**src/rtl/cond_pkg.sv**
```systemverilog
// Shared constants for the conditional-execution stage: ARM condition codes,
// flag bit positions and FlagW write-enable bit positions.
package cond_pkg;

  localparam logic [3:0] EQ = 4'b0000;
  localparam logic [3:0] NE = 4'b0001;
  localparam logic [3:0] CS = 4'b0010;
  localparam logic [3:0] CC = 4'b0011;
  localparam logic [3:0] MI = 4'b0100;
  localparam logic [3:0] PL = 4'b0101;
  localparam logic [3:0] VS = 4'b0110;
  localparam logic [3:0] VC = 4'b0111;
  localparam logic [3:0] HI = 4'b1000;
  localparam logic [3:0] LS = 4'b1001;
  localparam logic [3:0] GE = 4'b1010;
  localparam logic [3:0] LT = 4'b1011;
  localparam logic [3:0] GT = 4'b1100;
  localparam logic [3:0] LE = 4'b1101;
  localparam logic [3:0] AL = 4'b1110;
  localparam logic [3:0] NV = 4'b1111;

  localparam int unsigned N = 3;
  localparam int unsigned Z = 2;
  localparam int unsigned C = 1;
  localparam int unsigned V = 0;

  localparam int unsigned FLAGW_NZ = 1;
  localparam int unsigned FLAGW_CV = 0;

endpackage

```
**src/rtl/cond_logic_if.sv**
```systemverilog
// Decoder-to-condition-stage bundle. squash_cnt/squash_clr exist only when
// COND_STATS_EN is defined.
interface cond_logic_if;
  logic       en;
  logic       valid;
  logic [3:0] cond;
  logic [3:0] ALUFlags;
  logic [1:0] FlagW;
  logic       PCS;
  logic       RegW;
  logic       MemW;
  logic       NoWrite;
  logic       PCSrc;
  logic       RegWrite;
  logic       MemWrite;
  logic       CondEx;
  logic       ex_valid;
  logic [3:0] flags;
`ifdef COND_STATS_EN
  logic [15:0] squash_cnt;
  logic        squash_clr;
`endif

  modport master (
    output en, valid, cond, ALUFlags, FlagW, PCS, RegW, MemW, NoWrite,
`ifdef COND_STATS_EN
    output squash_clr,
    input  squash_cnt,
`endif
    input  PCSrc, RegWrite, MemWrite, CondEx, ex_valid, flags
  );

  modport slave (
    input  en, valid, cond, ALUFlags, FlagW, PCS, RegW, MemW, NoWrite,
`ifdef COND_STATS_EN
    input  squash_clr,
    output squash_cnt,
`endif
    output PCSrc, RegWrite, MemWrite, CondEx, ex_valid, flags
  );
endinterface

```
**src/rtl/conditionals.sv**
```systemverilog
// Combinational ARM condition-code evaluator: cond field against {N,Z,C,V}.
// NV never executes.
module conditionals
  import cond_pkg::*;
(
  input  logic [3:0] cond_i,
  input  logic [3:0] flags_i,
  output logic       cond_ok_o
);

  logic n, z, c, v, ge;

  assign n  = flags_i[N];
  assign z  = flags_i[Z];
  assign c  = flags_i[C];
  assign v  = flags_i[V];
  assign ge = (n == v);

  always_comb begin
    cond_ok_o = 1'b0;
    case (cond_i)
      EQ: cond_ok_o = z;
      NE: cond_ok_o = ~z;
      CS: cond_ok_o = c;
      CC: cond_ok_o = ~c;
      MI: cond_ok_o = n;
      PL: cond_ok_o = ~n;
      VS: cond_ok_o = v;
      VC: cond_ok_o = ~v;
      HI: cond_ok_o = c & ~z;
      LS: cond_ok_o = ~(c & ~z);
      GE: cond_ok_o = ge;
      LT: cond_ok_o = ~ge;
      GT: cond_ok_o = ~z & ge;
      LE: cond_ok_o = z | ~ge;
      AL: cond_ok_o = 1'b1;
      NV: cond_ok_o = 1'b0;
      default: cond_ok_o = 1'b0;
    endcase
  end

endmodule

```
**src/rtl/cond_logic.sv**
```systemverilog
// Conditional-execution stage: gates decoder controls by the condition result
// and owns the architectural flags. COND_STATS_EN adds a squash counter.
module cond_logic
  import cond_pkg::*;
(
  input logic         clk,
  input logic         reset,
  cond_logic_if.slave bus
);

  logic       cond_ok;
  logic       accept;
  logic       ex_valid_q, cond_ex_q, pc_src_q, reg_write_q, mem_write_q;
  logic [3:0] flags_q, flags_d;

  // Evaluated against registered flags so back-to-back instructions see the
  // previous instruction's flag write without a bubble.
  conditionals u_conditionals (
    .cond_i    (bus.cond),
    .flags_i   (flags_q),
    .cond_ok_o (cond_ok)
  );

  assign accept = bus.en & bus.valid;

  always_comb begin
    flags_d = flags_q;
    if (accept && cond_ok) begin
      if (bus.FlagW[FLAGW_NZ]) flags_d[N:Z] = bus.ALUFlags[N:Z];
      if (bus.FlagW[FLAGW_CV]) flags_d[C:V] = bus.ALUFlags[C:V];
    end
  end

  // Stalls and bubbles load zeros so a held instruction never writes twice.
  always_ff @(posedge clk or negedge reset) begin
    if (!reset) begin
      ex_valid_q  <= 1'b0;
      cond_ex_q   <= 1'b0;
      pc_src_q    <= 1'b0;
      reg_write_q <= 1'b0;
      mem_write_q <= 1'b0;
      flags_q     <= 4'b0000;
    end else begin
      ex_valid_q  <= accept;
      cond_ex_q   <= accept & cond_ok;
      pc_src_q    <= accept & cond_ok & bus.PCS;
      reg_write_q <= accept & cond_ok & bus.RegW & ~bus.NoWrite;
      mem_write_q <= accept & cond_ok & bus.MemW;
      flags_q     <= flags_d;
    end
  end

  assign bus.ex_valid = ex_valid_q;
  assign bus.CondEx   = cond_ex_q;
  assign bus.PCSrc    = pc_src_q;
  assign bus.RegWrite = reg_write_q;
  assign bus.MemWrite = mem_write_q;
  assign bus.flags    = flags_q;

`ifdef COND_STATS_EN
  logic [15:0] squash_cnt_q;

  always_ff @(posedge clk or negedge reset) begin
    if (!reset) begin
      squash_cnt_q <= 16'h0000;
    end else if (bus.squash_clr) begin
      squash_cnt_q <= 16'h0000;
    end else if (accept && !cond_ok && squash_cnt_q != 16'hFFFF) begin
      squash_cnt_q <= squash_cnt_q + 16'd1;
    end
  end

  assign bus.squash_cnt = squash_cnt_q;
`endif

endmodule

```
**src/flat_wrapper.sv**
```systemverilog
// flat-port wrapper written by rule: the top's interface ports become plain ports
module cond_logic_flat import cond_pkg::*;
  (clk, reset, bus_en, bus_valid, bus_cond, bus_ALUFlags, bus_FlagW, bus_PCS, bus_RegW, bus_MemW, bus_NoWrite, bus_PCSrc, bus_RegWrite, bus_MemWrite, bus_CondEx, bus_ex_valid, bus_flags);
  cond_logic_if bus_i ();
  input logic clk;
  input logic reset;
  input wire logic [$bits(bus_i.en)-1:0] bus_en;
  input wire logic [$bits(bus_i.valid)-1:0] bus_valid;
  input wire logic [$bits(bus_i.cond)-1:0] bus_cond;
  input wire logic [$bits(bus_i.ALUFlags)-1:0] bus_ALUFlags;
  input wire logic [$bits(bus_i.FlagW)-1:0] bus_FlagW;
  input wire logic [$bits(bus_i.PCS)-1:0] bus_PCS;
  input wire logic [$bits(bus_i.RegW)-1:0] bus_RegW;
  input wire logic [$bits(bus_i.MemW)-1:0] bus_MemW;
  input wire logic [$bits(bus_i.NoWrite)-1:0] bus_NoWrite;
  output wire logic [$bits(bus_i.PCSrc)-1:0] bus_PCSrc;
  output wire logic [$bits(bus_i.RegWrite)-1:0] bus_RegWrite;
  output wire logic [$bits(bus_i.MemWrite)-1:0] bus_MemWrite;
  output wire logic [$bits(bus_i.CondEx)-1:0] bus_CondEx;
  output wire logic [$bits(bus_i.ex_valid)-1:0] bus_ex_valid;
  output wire logic [$bits(bus_i.flags)-1:0] bus_flags;
  assign bus_i.en = bus_en;
  assign bus_i.valid = bus_valid;
  assign bus_i.cond = bus_cond;
  assign bus_i.ALUFlags = bus_ALUFlags;
  assign bus_i.FlagW = bus_FlagW;
  assign bus_i.PCS = bus_PCS;
  assign bus_i.RegW = bus_RegW;
  assign bus_i.MemW = bus_MemW;
  assign bus_i.NoWrite = bus_NoWrite;
  assign bus_PCSrc = bus_i.PCSrc;
  assign bus_RegWrite = bus_i.RegWrite;
  assign bus_MemWrite = bus_i.MemWrite;
  assign bus_CondEx = bus_i.CondEx;
  assign bus_ex_valid = bus_i.ex_valid;
  assign bus_flags = bus_i.flags;
  cond_logic u_core (.clk(clk), .reset(reset), .bus(bus_i));
endmodule
```
**config.mk**
```make
export PLATFORM = sky130hd
export DESIGN_NAME = cond_logic_flat
export DESIGN_NICKNAME = d
export VERILOG_FILES = /design/src/rtl/cond_pkg.sv /design/src/rtl/cond_logic_if.sv /design/src/rtl/conditionals.sv /design/src/rtl/cond_logic.sv /design/src/flat_wrapper.sv
export SDC_FILE = /design/constraint.sdc
export NUM_CORES = 1
export LEC_CHECK = 0
export ABC_AREA = 1
export CAP_MARGIN = 20
export CORE_MARGIN = 3
export CORE_UTILIZATION = 41
export CTS_BUF_LIST = sky130_fd_sc_hd__clkbuf_2
export DETAILED_ROUTE_END_ITERATION = 10
export PLACE_DENSITY = 0.77
export SLEW_MARGIN = 20
export SYNTH_ARGS = -nofsm -noshare
export SYNTH_HDL_FRONTEND = slang
export SYNTH_SLANG_ARGS = --single-unit
```
**constraint.sdc**
```tcl
create_clock -name clk -period 1.5 [get_ports clk]
set_input_delay 0.225 -clock clk [delete_from_list [all_inputs] [get_ports clk]]
set_output_delay 0.225 -clock clk [all_outputs]
set_load 0.01 [all_outputs]
```
==> key figures <==
Run status
  • Status: finished, final reports clean

Final layout
  • Antenna Cells: 0
  • Nets: ~150
  • Layout Cells excl Fill: approximately 140
  • Area growth syn-to-layout: 60.1%
  • Share of layout cells above drive strength 1: 14.1%
  • Fin area: 933 sq um

Setup path
  • Critical Path Source: u_core.bus.flags[0]
  • FF-to-FF End: u_core.bus.flags[2]
  • R2r setup slk: 0.07 ns
  • WP buf/inv: 1
  • Data required, critical path: ~1.3 ns
  • Arr. time, crit path: approximately 1.2 ns
  • Worst r2r src: u_core.bus.flags[0]
  • Critical path endpoint category: primary output
  • Kind of critical path: reg2out
  • CP top delay family: buffers and inverters
  • CP cell instances: clkdlybuf4s50_1
  • CP max-delay cell: clkdlybuf4s50_1
  • Startpoint Class: register
  • Crit path max fanout: 4
  • R2R depth: 10
  • CP peak stage delay: 0.55 ns

Place
  • Post-placement cell count: 135
  • Buffers added on ports: 26
  • Placer congestion estimate: roughly 0.9
  • Place WS: -0.264 ns
  • DPL Wire Length: 1280 um
  • Placed cell area: 868 sq um

Global route
  • Initial antenna violation count: 0
  • Via count of the first global-routing pass: 687
  • Largest net degree at the start of global routing: 10
  • Gr usage total: 17.8%
  • First-pass GRT wire length: ~2600 um
  • Total grt overflow: 0

Routing
  • Total routed wirelength: approximately 1600 um
  • Via density: 4.94
  • Drt drc: 0
  • DRT Pass-1 Iters: 4
  • Antenna viol nets, final: 0
  • Number of DRC markers in iteration 0: 27
  • DR WL/cell: 11.4 um
  • Via count: 702

Yosys
  • Main flop type after synthesis: dfrtp_1
  • Synth top area share: 38.6%
  • Synth Area per Inst: 6.20 sq um
  • Yosys cell types: 13
  • Post-Syn Instances: 94
  • Sequential share of the synthesized area: 38.6%
  • Most frequent cells after synthesis: 39 x nand2_1, 14 x inv_1, 12 x nor2_1
  • Synth warnings: 0
  • Post-synth EDFFs: 0
  • Synthesized flop and latch total: 9
  • Mapped Nets: 112
  • Largest cells by area after synthesis: dfrtp_1 39%, nand2_1 25%, inv_1 9.0%
  • Mapped cell area: 583 sq um
  • Async set-reset flop share out of synthesis: 100%
  • Top-count cell post-synth: nand2_1
  • Yosys top cell by area: dfrtp_1

Timing
  • RSZ-0062 raised after global routing: yes
  • Final setup fails: 0
  • Final Cycle Share: 96.7%
  • Slew headroom: between 70% and 80%
  • Setup TNS: 0 ns
  • Fin. max-slew vios: 0
  • Fmax: 690 MHz
  • Worst slew pin tran: 0.409 ns
  • Fin crit period: 1.45 ns
  • Worst setup margin: ~0.05 ns
  • Hold WS: 0.247 ns
  • Final Hold Vio Count: 0
  • Layout Skew: 0.00524 ns

Floorplan
  • Chip Width: approximately 44 um
  • IO Count: 27
  • Die area: about 0.0019 sq mm
  • Initial Utilization: 47.9%
  • Die span in y: 43.7 um
  • Floorplan Core Area: 0.00122 sq mm
  • FP Rows: 12

Clock network
  • Worst-path clk slew: between 0.1 and 0.15 ns
  • Clk sink count: 9
  • Root buffer cell: clkbuf_2
  • H-tree depth reported by CTS: 1
  • Clock latency on the worst-skew pair: 0.26 ns
  • Max Root-Sink Buffers: 2
  • CTS Buf Count: 3
  • CTS tree: yes

Power
  • Pwr/cell area: 1040 mW/mm^2
  • Peak supply drop: 0.704 mV
  • P_leak: 0.000518 uW

Min path
  • Type of the worst min-delay path: in2async

Job
  • Max Cap Violations: 0
-- worst reg2reg max path, delay by kind of cell (launching register included) --
family | cells | cell delay [ns]
and+or+nand+nor | 9 | 0.81
buffers and inverters | 1 | 0.15
DFF | 1 | 0.43
-- routing by layer --
| metal | wire length, um | vias up | share of wire [%] | GRT usage (%) |
|---|---|---|---|---|
| li1 | - | 354 | - | - |
| met1 | 655 | 318 | 40 | 18.6 |
| met2 | 823 | 26 | 51 | 32.0 |
| met3 | 121 | 4 | 7.5 | 6.64 |
| met4 | 17 | 0 | 1.1 | 6.02 |
| met5 | 0 | - | 0 | 0 |
-- stage by stage --
step                      utilization [%]  total power (uW)
after floorplan                         -               550
after global routing                 76.7              1040
after detailed placement             71.4               756
after CTS                            74.2               935
after global placement               71.4               750
final                                76.7               968
-- cell type report --
cell class | instances | area, sq um
Clock buffer | 3 | 15.0
Clock inverter | 1 | 5.00
Fill cell | 103 | 283
Inverter | 15 | 56.3
Multi-Input combinational cell | 70 | 319
Sequential cell | 9 | 226
Tap cell | 14 | 17.5
Timing Repair Buffer | 30 | 294
-- layout by cell type (no fill, tap or decap), types with 3 or more instances in the layout --
master and count:
nand2_1 38, clkdlybuf4s50_1 23, inv_1 14, nor2_1 11, dfrtp_1 8, nand3_1 6, nor2_2 4, nand4_1 4
buf_4 4, clkbuf_2 3
-- report_power, final --
group / total [uW] / switching (uW) / internal (uW)
clock: 160 / 100 / 60.3
combinational: 464 / 237 / 227
sequential: 344 / 50.7 / 293
-- registers in the layout, summed over array words and instances (netlist names) --
register / cells
u_core.bus.MemWrite: 1
u_core.bus.CondEx: 1
u_core.bus.PCSrc: 1
u_core.bus.RegWrite: 1
u_core.bus.ex_valid: 1
u_core.bus.flags: 4
-- how the worst max path moves through the flow --
stage                                endpoint  cells past startpoint
final                            bus_flags[0]                      1
after global routing      u_core.bus.flags[1]                     10
after CTS                 u_core.bus.RegWrite                     10
after detailed placement  u_core.bus.RegWrite                     10
after global placement    u_core.bus.RegWrite                     10
after floorplan           u_core.bus.RegWrite                      9
-- kinds of logic (layout without fill, tap and decap cells) --
kind of cell | count (synthesis) | in the layout | synth area share, %
buf+inv | 15 | 49 | 9.66
flops | 9 | 9 | 38.6
compound gates | 3 | 3 | 2.57
simple gates | 67 | 67 | 49.1
-- repair_timing --
item	4_1_cts	5_1_grt
pin swaps	0	1
gates resized for setup	1	7
hold buffers	0	0
setup buffers	2	1
setup endpoints to repair	2	10
hold endpoints to repair	0	0
(Power assumes the default switching activity.)
